## config.mk

```make
export PLATFORM = sky130hd
export DESIGN_NAME = fetch_queue_flat
export DESIGN_NICKNAME = d
export VERILOG_FILES = /design/src/rtl/fetch_queue_if.sv /design/src/rtl/fetch_queue.sv /design/src/flat_wrapper.sv
export SDC_FILE = /design/constraint.sdc
export NUM_CORES = 1
export LEC_CHECK = 0
export ABC_CLOCK_PERIOD_IN_PS = 3250
export BUFFER_PORTS_ARGS = -buffer_cell sky130_fd_sc_hd__buf_2
export CAP_MARGIN = 10
export CELL_PAD_IN_SITES_DETAIL_PLACEMENT = 0
export CELL_PAD_IN_SITES_GLOBAL_PLACEMENT = 2
export CORE_MARGIN = 5
export CORE_UTILIZATION = 42
export CTS_CLUSTER_SIZE = 20
export DETAILED_ROUTE_END_ITERATION = 8
export HOLD_SLACK_MARGIN = 0.12
export PLACE_DENSITY = 0.79
export SYNTH_ARGS = -nofsm -noshare
export SYNTH_HDL_FRONTEND = slang
export SYNTH_SLANG_ARGS = --single-unit
```

## constraint.sdc

```tcl
create_clock -name clk -period 3.25 [get_ports clk]
set_clock_uncertainty 0.05 [all_clocks]
set_input_delay 0.1625 -clock clk [delete_from_list [all_inputs] [get_ports clk]]
set_output_delay 0.1625 -clock clk [all_outputs]
set_load 0.02 [all_outputs]
```

## src/rtl/fetch_queue_if.sv

```systemverilog
// Fetch queue bus: redirect/stall controls from later stages, the instruction
// memory port, and the decode-side view of the queue head.
interface fetch_queue_if #(
    parameter int ADDR_W = 32,
    parameter int INST_W = 32,
    parameter int DEPTH  = 4
);
    localparam int CNT_W = $clog2(DEPTH + 1);

    logic              branchTaken;
    logic [ADDR_W-1:0] branchAddr;
    logic              freeze;
    logic [ADDR_W-1:0] imemAddr;
    logic [INST_W-1:0] imemInst;
    logic              imemReady;
    logic              instValid;
    logic [INST_W-1:0] instruction;
    logic [ADDR_W-1:0] pc;
    logic [CNT_W-1:0]  count;

    // Environment side: drives controls and memory data, observes the queue.
    modport master (
        output branchTaken, branchAddr, freeze, imemInst, imemReady,
        input  imemAddr, instValid, instruction, pc, count
    );

    // Queue side: the fetch_queue block itself.
    modport slave (
        input  branchTaken, branchAddr, freeze, imemInst, imemReady,
        output imemAddr, instValid, instruction, pc, count
    );
endinterface

```

## src/rtl/fetch_queue.sv

```systemverilog
// Instruction prefetch queue: a sequential fetch PC feeds a small circular
// buffer; decode consumes from the head. A taken branch flushes the queue and
// redirects the fetch PC. One cycle of latency from fetch to decode, no bypass.
module fetch_queue #(
    parameter int                ADDR_W   = 32,
    parameter int                INST_W   = 32,
    parameter int                DEPTH    = 4,
    parameter logic [ADDR_W-1:0] RESET_PC = '0,
    parameter int unsigned       PC_STEP  = 4
) (
    input logic          clk,
    input logic          rst,
    fetch_queue_if.slave bus
);
    localparam int PTR_W = $clog2(DEPTH);
    localparam int CNT_W = $clog2(DEPTH + 1);

    // Each entry carries the instruction and the address following it.
    typedef struct packed {
        logic [ADDR_W-1:0] nextPc;
        logic [INST_W-1:0] inst;
    } entry_t;

    entry_t            mem [DEPTH];
    logic [ADDR_W-1:0] fetchPc;
    logic [ADDR_W-1:0] stepPc;
    logic [PTR_W-1:0]  rdPtr;
    logic [PTR_W-1:0]  wrPtr;
    logic [CNT_W-1:0]  occupancy;
    logic              full;
    logic              empty;
    logic              deqFire;
    logic              enqFire;

    assign full    = (occupancy == CNT_W'(DEPTH));
    assign empty   = (occupancy == '0);
    // A branch discards the head, so it also suppresses the dequeue.
    assign deqFire = !empty && !bus.freeze && !bus.branchTaken;
    // A full queue can still accept when the head leaves in the same cycle.
    assign enqFire = bus.imemReady && !bus.branchTaken && (!full || deqFire);
    assign stepPc  = fetchPc + ADDR_W'(PC_STEP);

    assign bus.imemAddr  = fetchPc;
    assign bus.instValid = !empty;
    assign bus.count     = occupancy;

    // Head presentation: zeros while empty so stale storage never leaks out.
    always_comb begin
        // NOTE: defaults first so every path assigns both outputs and no latch is inferred.
        bus.instruction = '0;
        bus.pc          = '0;
        if (!empty) begin
            bus.instruction = mem[rdPtr].inst;
            bus.pc          = mem[rdPtr].nextPc;
        end
    end

    // Control state: fetch PC, pointers and occupancy; reset beats branch beats normal flow.
    always_ff @(posedge clk) begin
        // NOTE: non-blocking assignments so every register samples pre-edge values.
        if (rst) begin
            fetchPc   <= RESET_PC;
            rdPtr     <= '0;
            wrPtr     <= '0;
            occupancy <= '0;
        end else if (bus.branchTaken) begin
            fetchPc   <= bus.branchAddr;
            rdPtr     <= '0;
            wrPtr     <= '0;
            occupancy <= '0;
        end else begin
            if (enqFire) begin
                fetchPc <= stepPc;
                wrPtr   <= wrPtr + PTR_W'(1);
            end
            if (deqFire) begin
                rdPtr <= rdPtr + PTR_W'(1);
            end
            occupancy <= occupancy + CNT_W'(enqFire) - CNT_W'(deqFire);
        end
    end

    // Entry storage write; contents only matter once occupancy covers them.
    always_ff @(posedge clk) begin
        // NOTE: storage has no reset; occupancy alone decides which entries are live.
        if (enqFire) begin
            mem[wrPtr] <= '{nextPc: stepPc, inst: bus.imemInst};
        end
    end
endmodule

```

## src/flat_wrapper.sv

```systemverilog
// flat-port wrapper written by rule: the top's interface ports become plain ports
module fetch_queue_flat 
#(
    parameter int                ADDR_W   = 32,
    parameter int                INST_W   = 32,
    parameter int                DEPTH    = 4,
    parameter logic [ADDR_W-1:0] RESET_PC = '0,
    parameter int unsigned       PC_STEP  = 4
)
  (clk, rst, bus_branchTaken, bus_branchAddr, bus_freeze, bus_imemInst, bus_imemReady, bus_imemAddr, bus_instValid, bus_instruction, bus_pc, bus_count);
  fetch_queue_if #(.ADDR_W(ADDR_W), .INST_W(INST_W), .DEPTH(DEPTH)) bus_i ();
  input logic clk;
  input logic rst;
  input wire logic [$bits(bus_i.branchTaken)-1:0] bus_branchTaken;
  input wire logic [$bits(bus_i.branchAddr)-1:0] bus_branchAddr;
  input wire logic [$bits(bus_i.freeze)-1:0] bus_freeze;
  input wire logic [$bits(bus_i.imemInst)-1:0] bus_imemInst;
  input wire logic [$bits(bus_i.imemReady)-1:0] bus_imemReady;
  output wire logic [$bits(bus_i.imemAddr)-1:0] bus_imemAddr;
  output wire logic [$bits(bus_i.instValid)-1:0] bus_instValid;
  output wire logic [$bits(bus_i.instruction)-1:0] bus_instruction;
  output wire logic [$bits(bus_i.pc)-1:0] bus_pc;
  output wire logic [$bits(bus_i.count)-1:0] bus_count;
  assign bus_i.branchTaken = bus_branchTaken;
  assign bus_i.branchAddr = bus_branchAddr;
  assign bus_i.freeze = bus_freeze;
  assign bus_i.imemInst = bus_imemInst;
  assign bus_i.imemReady = bus_imemReady;
  assign bus_imemAddr = bus_i.imemAddr;
  assign bus_instValid = bus_i.instValid;
  assign bus_instruction = bus_i.instruction;
  assign bus_pc = bus_i.pc;
  assign bus_count = bus_i.count;
  fetch_queue #(.ADDR_W(ADDR_W), .INST_W(INST_W), .DEPTH(DEPTH), .RESET_PC(RESET_PC), .PC_STEP(PC_STEP)) u_core (.clk(clk), .rst(rst), .bus(bus_i));
endmodule
```

---- Word-level counts from Yosys, hierarchy flattened ----
Memories as Yosys holds them, arrays and structs flattened. A register that Yosys moved wholly into a read port is not among the register bits.
Index checks and enable logic that the tools add are counted.
W data, S select, Z words.
word-level totals
  bits in writable memories ............... 256
  logic and storage cells ................. 31
  bits of input ports ..................... 69
  register bits ........................... 39
  memories kept ........................... 1
  output and inout port bits .............. 100
cells by class
  reductions and logical operators ........ 12
  multiplexer cells ....................... 8
  add/subtract/negate cells ............... 5
  equality and inequality tests ........... 1
memories
  memory      depth  width  rd ports  clocked after memory_dff  wr ports  line               RTL
  u_core.mem  4      64     1         1                         1         fetch_queue.sv:24  entry_t mem [DEPTH];
operators by type and width
  operator                 count
  $mux W32                 4
  $add A32 B3 Y32 const B  1
  $add A2 B1 Y2 const B    2
  $logic_and A1 B1 Y1      4
  $logic_not A1 Y1         4
  $mux W2                  2
  $add A3 B1 Y3            1
  $eq A3 B3 Y1 const B     1
  $logic_not A3 Y1         1
  $sub A3 B1 Y3            1
  $mux W1                  2
  $reduce_bool A2 Y1       1
  $reduce_or A2 Y1         1
  $logic_or A1 B1 Y1       1

---- Longest topological paths before layout ----
Gate-level depths: netlist of the first run.
  depth after elaboration ................. 8
  depth in mapped cells ................... 8
  gate-level depth less buffers ........... 7

---- Worst setup path before layout of the first run ----
OpenSTA, ideal clock, no wires.
  kind .................................... register to register
  start ................................... register u_core.occupancy[1] (netlist: u_core.bus.count[1])
  end ..................................... memory u_core.mem[1][0] (netlist name), enable pin
  data required time ...................... 2.771 ns
  buffers on the path ..................... 0
  slack ................................... 0.199 ns
  cell stages (with the launch flop) ...... 4
  data arrival time ....................... 2.572 ns
  library setup time ...................... 0.429 ns
  period minus slack after synthesis ...... 3.051 ns
  cell sequence ........................... dfxtp_1 -> nor4bb_1 -> nor2_1 -> and2_1
between the ends
  cells in the longest elaborated chain, start to end .. 8
  elaborated cells between the ends (all ways) .. 10
  classes of those cells .................. eq/ne (1); mux (2); reduce/logical (7)
ends and longest elaborated chain
  item                               line               RTL
  start, declared                    fetch_queue.sv:29  logic [CNT_W-1:0] occupancy;
  start signal, assigned             fetch_queue.sv:79  occupancy <= occupancy + CNT_W'(enqFire) - CNT_W'(deqFire);
  $logic_not A3 Y1                   fetch_queue.sv:36  assign empty = (occupancy == '0);
  $logic_not A1 Y1                   fetch_queue.sv:38  assign deqFire = !empty && !bus.freeze && !bus.branchTaken;
  $logic_and A1 B1 Y1 (2 in series)  fetch_queue.sv:38
  $logic_or A1 B1 Y1 *               fetch_queue.sv:40  assign enqFire = bus.imemReady && !bus.branchTaken && (!full || deqFire);
  $logic_and A1 B1 Y1 *              fetch_queue.sv:40
  named net u_core.enqFire           fetch_queue.sv:33  logic enqFire;
  $mux W1 *                          fetch_queue.sv:86  if (enqFire) begin
  $mux W1 (not written as such) *    fetch_queue.sv:87  mem[wrPtr] <= '{nextPc: stepPc, inst: bus.imemInst};
  end, declared                      fetch_queue.sv:24
The timed path passes the listed nets; every way through them passes the cells marked *.

---- Final worst setup path of the first run ----
  start ................................... register u_core.fetchPc[10] (netlist: u_core.bus.imemAddr[10])
  end ..................................... register u_core.fetchPc[24] (netlist: u_core.bus.imemAddr[24])
between the ends
  cells in the longest elaborated chain, start to end .. 3
ends and longest elaborated chain
  item                    line               RTL
  start, declared         fetch_queue.sv:25  logic [ADDR_W-1:0] fetchPc;
  start signal, assigned  fetch_queue.sv:67  fetchPc <= bus.branchAddr;
  start signal, assigned  fetch_queue.sv:73  fetchPc <= stepPc;
  $add A32 B3 Y32         fetch_queue.sv:41  assign stepPc = fetchPc + ADDR_W'(PC_STEP);
  $mux W32                fetch_queue.sv:72  if (enqFire) begin
  $mux W32                fetch_queue.sv:66  end else if (bus.branchTaken) begin
No other way between the ends. The select of a mux whose other input is x is not followed.
A chain may end at the register's enable or synchronous reset.

==> impl_metrics.env, run 1 <==
export IMPL_busiest_layer="met2"
export IMPL_netlist_instances=793
export IMPL_groute_usage_overall_pct=17.6
export IMPL_final_period_utilization_pct=83.2
export IMPL_timing_rr_start="u_core.bus.imemAddr[10]"
export IMPL_critPathLaunchType="flop"
export IMPL_ir_worst_vdd_uv=553
export IMPL_fin_util_pct=53.3
export IMPL_cts_tree="yes"
export IMPL_place_worst_setup_slack_ps=774
export IMPL_seqCellArea_um2=8520
export IMPL_powerDensity_nw_per_um2=537
export IMPL_ant_nets=0
export IMPL_crit_required_ps=3690
export IMPL_cp_slowest_stage_delay_ps=650
export IMPL_die_h_um=183
export IMPL_synth_xor_area_share_pct=2.50
export IMPL_holdPathStages=4
export IMPL_grt_pass1_wl_um=46600
export IMPL_vias=7665
export IMPL_cts_buffer_depth=3
export IMPL_clkTransAtPathRegs_ps=70
export IMPL_yosysSeqAreaShare_pct=67.5
export IMPL_grt_remaining_overflow=0
export IMPL_outcome="finished clean"
export IMPL_min_path_type="in2reg"
export IMPL_htree_num_levels=1
export IMPL_antennaDiodeCount=0
export IMPL_criticalPathCategory="reg2reg"
export IMPL_rsz0062_at_grt="no"
export IMPL_worstReg2RegEnd="u_core.bus.imemAddr[24]"
export IMPL_routed_wl_um=30100
export IMPL_start_util_pct=42.5
export IMPL_hpwl_um=20100
export IMPL_cp_common_cell="or3_1"
export IMPL_timing_final_hold_violations=0
export IMPL_cts_resized_gates=0
export IMPL_use_met2_pct=28.6
export IMPL_drive_above_1_share_pct=30.1
export IMPL_vias_per_cell=5.29
export IMPL_pin_count=169
export IMPL_rows=63
export IMPL_syn_area_um2=12600
export IMPL_ctsRootBufferMaster="clkbuf_16"
export IMPL_slowest_stage="or3_1"
export IMPL_synth_compound_area_share_pct=4.75
export IMPL_synth_top_flop_cell="edfxtp_1"
export IMPL_post_cts_setup_buffer_count=0
export IMPL_firstDrtPassIters=7
export IMPL_tightest_slew_ps=888
export IMPL_synth_edff_count=256
export IMPL_yosysWarnings=0
export IMPL_die_x_um=183
export IMPL_worstPathCellList="nand3_2, or3_1, or3_1, a211oi_1, dlygate4sd3_1"
export IMPL_synthMuxAreaShare_pct=11.6
export IMPL_grt_start_max_net_pins=67
export IMPL_min_to="u_core.bus.imemAddr[27]"
export IMPL_synth_distinct_cells=61
export IMPL_nets=1113
export IMPL_setup_slack_ps=546
export IMPL_die_area_um2=33600
export IMPL_yosys_area_share_simple_pct=10.7
export IMPL_synthArstFlopShare_pct=0
export IMPL_rrSetupSlack_ps=550
export IMPL_clkLatencyLatePin_ps=550
export IMPL_synth_top_family_by_area="multiplexers"
export IMPL_synth_top_area_share_pct=61.0
export IMPL_leakage_nw=5.59
export IMPL_numCtsBuffers=30
export IMPL_period_needed_ps=2700
export IMPL_wire_per_inst_um=20.7
export IMPL_finalSetupViolCount=0
export IMPL_synth_avg_cell_area_um2=15.9
export IMPL_ff2ff_path_depth=5
export IMPL_multi_input_area_um2=3830
export IMPL_place_area_um2=14100
export IMPL_crit_arrival_ps=3140
export IMPL_yosys_area_top_type="edfxtp_1"
export IMPL_maxCapViolations=0
export IMPL_n_fill_cell=2493
export IMPL_globalplace_congestion=0.797
export IMPL_synth_nets=869
export IMPL_synth_seq_cells=297
export IMPL_cts_sinks=297
export IMPL_endpoint_kind="flop"
export IMPL_drt_iter0_drc=433
export IMPL_min_from="bus_imemReady"
export IMPL_antenna_found_initial=0
export IMPL_syn2layout_area_growth_pct=25.3
export IMPL_synth_area_leaders="edfxtp_1, mux4_2, dfxtp_1, and2_1, xnor2_1"
export IMPL_route_detailed_drc=0
export IMPL_cp_max_fo=19
export IMPL_slew_viol_final=0
export IMPL_met1_usage_pct=25.3
export IMPL_clock_fmax_mhz=370
export IMPL_grtUsageMet3_pct=3.53
export IMPL_stdcell_area_um2=15800
export IMPL_numPortBuffers=168
export IMPL_slew_headroom_pct=40.8
export IMPL_grt_pass1_vias=7958
export IMPL_coreArea_um2=29600
export IMPL_tns_ps=0
export IMPL_synth_adder_area_share_pct=0.754
[synthesized netlist by cell type (all sizes together), types with 6 or more instances]
cell	n
inv	16
a211oi	7
a21oi	8
xnor2	21
o211ai	10
and2	73
xor2	15
clkbuf	35
or3	7
nand3	23
and3	7
dfxtp	41
a31oi	6
or4	8
nor2	44
edfxtp	256
buf	16
a311oi	6
nand2	28
ha	6
nand4	10
nor3	10
mux4	64
nor4	10
[power by group]
part | switching [mW] | leakage, nW | internal, mW
Sequential | 0.0718 | 2.69 | 4.24
Combinational | 0.365 | 2.39 | 0.270
Clock | 1.40 | 0.506 | 2.14
[per-layer routing]
layer  share of wire, %  wire, um
met1                 45     13600
met2                 47     14200
met3                6.3      1890
met4                1.2       354
met5                  0         0
[placed cells by master (no fill, tap or decap), drive strengths merged, types with 10 or more instances in the layout]
cell type      n
nor2          44
buf          191
dfxtp         41
nor3          10
edfxtp       256
xor2          15
clkbuf        35
clkinv        14
nand3         23
and2          73
dlygate4sd3   72
inv           17
nand2         28
nand4         10
o211ai        10
nor4          10
mux4          64
xnor2         21
[timing repair]
item                       in CTS  in global routing
hold endpoints to repair      162                  0
hold buffers                   72                  0
setup endpoints to repair       0                  0
[metrics by stage]
step	hold slack [ps]	cells	power, mW
2_1_floorplan	211	793	4.71
3_3_place_gp	334	1323	4.96
3_5_place_dp	337	1323	4.97
4_1_cts	122	1449	8.57
5_1_grt	155	1449	8.78
6_report	142	1449	8.48
[registers in the layout, summed over array words and instances (netlist names), named ones only]
register             cells
u_core.wrPtr             2
u_core.rdPtr             2
u_core.bus.count         3
u_core.mem             256
u_core.bus.imemAddr     32
[logic make-up after synthesis]
kind of cell,after synthesis
XOR/XNOR,36
flip-flops,297
adder cells (fa/ha/maj),7
buffers and inverters,68
AO/OA/AOI/OAI,76
multiplexers,66
AND/OR/NAND/NOR,243
[worst max path at each step]
| stage | from | endpoint | cells past startpoint |
|---|---|---|---|
| finish | u_core.bus.imemAddr[10] | u_core.bus.imemAddr[24] | 5 |
| global route | u_core.bus.imemAddr[8] | u_core.bus.imemAddr[24] | 5 |
| CTS | flop | bus_pc[16] | 4 |
| detailed placement | u_core.bus.count[1] | u_core.mem[0][23] | 5 |
| global placement | bus_branchTaken | u_core.mem[0][28] | 5 |
| floorplan | u_core.bus.count[1] | u_core.mem[1][0] | 3 |
[worst max-delay path, delay by kind of cell, from the launching register on]
| kind | cells | cell delay [ps] |
|---|---|---|
| AO/OA/AOI/OAI | 1 | 210 |
| buffers and inverters | 1 | 570 |
| flip-flops | 1 | 510 |
| AND/OR/NAND/NOR | 3 | 1300 |
[layout make-up]
type	instances	share of cell area, %
Sequential cell	297	53.9
Multi-Input combinational cell	428	24.3
Timing Repair Buffer	263	11.8
Clock buffer	35	5.00
Tap cell	390	3.09
Clock inverter	19	1.50
Inverter	17	0.404
(Power assumes the default switching activity.)
==> inputs of run 2 (changes only) <==
- ABC_CLOCK_PERIOD_IN_PS: 3250 -> 2200
- CORE_UTILIZATION: 42 -> 38
- PLACE_DENSITY: 0.79 -> 0.76
- clock period: 3.25 -> 2.2 ns (I/O delays scaled with it)
==> run 2 against run 1 <==
Compared with the run above:
- the run now ends with negative setup slack left
- flip-flop and latch count is the same
- power grew 50%
- die area grew 9.9%
- worst hold slack lost 1.7 ps
- combinational power grew 82%
- wire length grew 6.6%
- cell count grew 7.7%
==> impl_metrics.env, run 2 (same netlist as run 1, synthesis figures left out) <==
export IMPL_cts_tree="yes"
export IMPL_maxCapViolations=0
export IMPL_final_period_utilization_pct=102
export IMPL_ir_worst_vdd_uv=751
export IMPL_drt_iter0_drc=442
export IMPL_hpwl_um=20900
export IMPL_syn2layout_area_growth_pct=35.0
export IMPL_ctsRootBufferMaster="clkbuf_16"
export IMPL_leakage_nw=6.05
export IMPL_pin_count=169
export IMPL_regMostFlops="u_core.mem"
export IMPL_criticalPathCategory="reg2out"
export IMPL_die_x_um=192
export IMPL_htree_num_levels=1
export IMPL_clock_fmax_mhz=446
export IMPL_numCtsBuffers=31
export IMPL_cp_max_fo=7
export IMPL_slew_viol_final=0
export IMPL_numPortBuffers=168
export IMPL_rows=66
export IMPL_die_area_um2=36900
export IMPL_drive_above_1_share_pct=39.2
export IMPL_crit_required_ps=2040
export IMPL_setup_slack_ps=-41.5
export IMPL_cts_buffer_depth=3
export IMPL_place_area_um2=14500
export IMPL_grt_pass1_vias=8290
export IMPL_place_worst_setup_slack_ps=79.9
export IMPL_route_detailed_drc=0
export IMPL_clkTransAtPathRegs_ps=60
export IMPL_cp_top_family="multiplexers"
export IMPL_finalSetupViolCount=40
export IMPL_n_fill_cell=2770
export IMPL_crit_buf_inv=3
export IMPL_final_common_cell="edfxtp_1"
export IMPL_min_path_type="in2reg"
export IMPL_vias=7945
export IMPL_tightest_slew_ps=412
export IMPL_antenna_found_initial=0
export IMPL_vias_per_cell=5.09
export IMPL_final_cell_mix="edfxtp_1, buf_2, dlygate4sd3_1"
export IMPL_stdcell_area_um2=17000
export IMPL_tns_ps=-773
export IMPL_start_util_pct=38.7
export IMPL_outcome="complete, but fails checks"
export IMPL_powerDensity_nw_per_um2=749
export IMPL_ant_nets=0
export IMPL_timing_final_hold_violations=0
export IMPL_routed_wl_um=32000
export IMPL_rsz0062_at_grt="yes"
export IMPL_critPathLaunchType="flop"
export IMPL_firstDrtPassIters=5
export IMPL_globalplace_congestion=0.775
export IMPL_antennaDiodeCount=0
export IMPL_coreArea_um2=32600
export IMPL_cts_sinks=297
export IMPL_grt_start_max_net_pins=48
export IMPL_die_h_um=192
export IMPL_clkLatencyLatePin_ps=560
export IMPL_wire_per_inst_um=20.5
export IMPL_endpoint_kind="output pin"
export IMPL_groute_usage_overall_pct=17.1
export IMPL_crit_arrival_ps=2080
export IMPL_period_needed_ps=2240
export IMPL_largest_reg_flops=256
export IMPL_slowest_stage="mux4_2"
export IMPL_cp_slowest_stage_delay_ps=490
export IMPL_nets=1170
export IMPL_slew_headroom_pct=72.3
export IMPL_grt_remaining_overflow=0
export IMPL_violations="negative setup slack"
export IMPL_worstPathCellList="buf_12, clkbuf_16, mux4_2, and2_4, buf_6"
export IMPL_grt_pass1_wl_um=48700
[run 2: through the flow]
| step | hold slack, ps | total power, mW | std cells | util [%] |
|---|---|---|---|---|
| global placement | 271 | 7.38 | 1414 | 44.3 |
| finish | 140 | 12.7 | 1561 | 52.2 |
| global route | 195 | 13.2 | 1561 | 52.2 |
| detailed placement | 284 | 7.40 | 1414 | 44.3 |
| CTS | 122 | 12.9 | 1560 | 51.5 |
| floorplan | 159 | 6.95 | 793 | - |
[run 2: layer usage]
| layer | vias up | track usage (%) | wire, um | share of wire (%) |
|---|---|---|---|---|
| met4 | 0 | 3.26 | 411 | 1.3 |
| met1 | 3981 | 23.3 | 14000 | 44 |
| met3 | 34 | 2.84 | 1710 | 5.3 |
| li1 | 3717 | - | - | - |
| met2 | 213 | 29.2 | 15900 | 50 |
| met5 | - | 0 | 0 | 0 |
[run 2: power breakdown]
| group | total (mW) | internal, mW | switching (mW) |
|---|---|---|---|
| Combinational | 1.16 | 0.554 | 0.603 |
| Sequential | 6.34 | 6.26 | 0.0784 |
| Clock | 5.25 | 3.06 | 2.19 |
| Total | 12.7 | 9.88 | 2.87 |
[run 2: timing repair]
| item | 4_1_cts | 5_1_grt |
|---|---|---|
| endpoints found under the hold margin | 162 | 0 |
| pin swaps | 3 | 3 |
| resized for setup | 115 | 73 |
| setup buffers | 6 | 1 |
| setup endpoints to repair | 65 | 79 |
| gates cloned | 3 | 1 |
| hold buffers | 79 | 0 |
[run 2: worst min-delay path, stage by stage]
cell and delay, ps:
buf_2 120, or2_2 170, a211oi_1 110, xnor2_1 130
a211oi_1 60
[run 2: area by class of cell]
| class | instances | area, um^2 | share of cell area, % |
|---|---|---|---|
| Sequential cell | 297 | 8520 | 50.0 |
| Clock buffer | 33 | 783 | 4.60 |
| Tap cell | 442 | 553 | 3.25 |
| Timing Repair Buffer | 319 | 2830 | 16.6 |
| Multi-Input combinational cell | 428 | 4020 | 23.6 |
| Inverter | 17 | 68.8 | 0.404 |
| Clock inverter | 25 | 246 | 1.45 |
[run 2: final timing paths]
path	from	to	slack (ps)	cells past startpoint
max reg2reg	u_core.bus.count[0]	u_core.bus.imemAddr[17]	80	6
max	flop	bus_pc[18]	-40	5
min reg2reg	u_core.wrPtr[1]	u_core.wrPtr[1]	460	2
min	bus_freeze	u_core.bus.imemAddr[6]	140	5
==> inputs of run 3 (changes only) <==
- ABC_CLOCK_PERIOD_IN_PS: 2200 -> 2300
- CORE_UTILIZATION: 38 -> 42
- PLACE_DENSITY: 0.76 -> 0.79
- clock period: 2.2 -> 2.3 ns (I/O delays scaled with it)
==> run 3 against run 2 <==
Compared with the run above:
- the flow now finishes without violations
- worst hold slack improved by 18 ps
- cell count fell by 3.5%
- register-to-register slack improved by 20 ps
- non-clock buffer count rose by 2
- critical endpoint is now bus_pc[13]
- largest power group unchanged
==> impl_metrics.env, run 3 (same netlist as run 1, synthesis figures left out) <==
export IMPL_outcome="finished clean"
export IMPL_antennaDiodeCount=0
export IMPL_tns_ps=0
export IMPL_ctsRootBufferMaster="clkbuf_16"
export IMPL_drive_above_1_share_pct=34.5
export IMPL_timing_rr_start="u_core.bus.count[0]"
export IMPL_drt_iter0_drc=533
export IMPL_endpoint_kind="output pin"
export IMPL_cts_sinks=297
export IMPL_firstDrtPassIters=5
export IMPL_die_area_um2=33600
export IMPL_min_path_type="in2reg"
export IMPL_ir_worst_vdd_uv=573
export IMPL_numCtsBuffers=31
export IMPL_die_x_um=183
export IMPL_hpwl_um=20700
export IMPL_critPathLaunchType="flop"
export IMPL_final_common_cell="edfxtp_1"
export IMPL_final_period_utilization_pct=99.9
export IMPL_holdPathStages=5
export IMPL_tightest_slew_ps=676
export IMPL_pin_count=169
export IMPL_slew_viol_final=0
export IMPL_route_detailed_drc=0
export IMPL_period_needed_ps=2300
export IMPL_clkTransAtPathRegs_ps=60
export IMPL_routed_wl_um=31600
export IMPL_vias=8042
export IMPL_leakage_nw=5.95
export IMPL_clkLatencyLatePin_ps=550
export IMPL_grt_remaining_overflow=0
export IMPL_grt_pass1_wl_um=47800
export IMPL_largest_reg_flops=256
export IMPL_vias_per_cell=5.34
export IMPL_syn2layout_area_growth_pct=31.5
export IMPL_final_cell_mix="edfxtp_1, buf_2, dlygate4sd3_1"
export IMPL_place_worst_setup_slack_ps=80.9
export IMPL_numPortBuffers=168
export IMPL_crit_required_ps=2130
export IMPL_clock_fmax_mhz=435
export IMPL_htree_num_levels=1
export IMPL_rsz0062_at_grt="yes"
export IMPL_globalplace_congestion=0.799
export IMPL_grt_pass1_vias=8266
export IMPL_antenna_found_initial=0
export IMPL_ff2ff_path_depth=6
export IMPL_die_h_um=183
export IMPL_slew_headroom_pct=55.0
export IMPL_cts_buffer_depth=3
export IMPL_cts_tree="yes"
export IMPL_maxCapViolations=0
export IMPL_nets=1172
export IMPL_min_from="bus_freeze"
export IMPL_setup_slack_ps=3.00
export IMPL_powerDensity_nw_per_um2=722
export IMPL_regMostFlops="u_core.mem"
export IMPL_criticalPathCategory="reg2out"
export IMPL_crit_arrival_ps=2130
export IMPL_n_fill_cell=2457
export IMPL_cp_max_fo=5
export IMPL_groute_usage_overall_pct=18.2
export IMPL_grt_start_max_net_pins=67
export IMPL_start_util_pct=42.5
export IMPL_timing_final_hold_violations=0
export IMPL_finalSetupViolCount=0
export IMPL_ant_nets=0
export IMPL_rows=63
export IMPL_coreArea_um2=29600
export IMPL_wire_per_inst_um=20.9
==> run 3: cell count changes in the layout (fill, tap and decap cells not counted), moves of 4 or more <==
cell        previous run  this run
buf_2                110       148
clkbuf_1               2         9
and2_4                61        16
buf_6                 58        19
and2_1                12        57
clkinvlp_4             4         0
clkinv_2              10         3
==> run 3: worst max-delay path, cell delays in order (launching register included) <==
cell	delay (ps)
dfxtp_4	430
buf_6	150
clkbuf_16	150
mux4_2	530
and2_1	180
buf_2	150
==> run 3: timing repair <==
item                       in CTS  in global routing
cloned                          0                  6
hold endpoints to repair      162                  0
setup endpoints to repair      64                 73
gates resized for setup         5                 60
setup buffers                   3                  3
hold buffers                   77                  0
==> run 3: per-stage QoR <==
step                      power [mW]  area [um^2]  util, %  cells  hold slack, ps
after detailed placement        7.08        14400     48.7   1364             287
after CTS                       12.0        16200     54.8   1498             131
final                           12.0        16600     56.0   1507             159
after global placement          7.07        14400     48.7   1364             280
after global routing            12.4        16600     56.0   1507             181
after floorplan                 6.65        12600        -    793             164
==> run 3: final timing paths <==
check                                                to  slack, ps
worst max-delay path                         bus_pc[13]          3
worst min-delay path            u_core.bus.imemAddr[27]        160
worst min register to register          u_core.wrPtr[1]        450
worst max register to register   u_core.bus.imemAddr[5]        100
==> run 3: cell type report <==
type                       instances  area [um^2]  share of cell area (%)
sequential                       297         8520                    51.4
timing repair buffer             321         2630                    15.9
clock inverter                    14          176                    1.06
multi-input combinational        428         3900                    23.5
tap                              390          488                    2.94
inverter                          17         63.8                   0.385
clock buffer                      40          810                    4.88
==> run 3: power by group <==
part / total [mW] / internal, mW / switching [mW] / leakage [nW]
Combinational: 1.04 / 0.470 / 0.566 / 2.77
Sequential: 6.07 / 5.99 / 0.0736 / 2.69
Clock: 4.86 / 2.91 / 1.95 / 0.480
Total: 12.0 / 9.37 / 2.59 / 5.95
==> run 3: routing by layer <==
| metal | global-route usage [%] | up-vias | part of all wire [%] | routed length, um |
|---|---|---|---|---|
| li1 | - | 3715 | - | - |
| met1 | 25.9 | 4038 | 44 | 13900 |
| met2 | 30.1 | 255 | 49 | 15400 |
| met3 | 3.33 | 34 | 6.1 | 1920 |
| met4 | 3.25 | 0 | 1.1 | 355 |
| met5 | 0 | - | 0 | 0 |
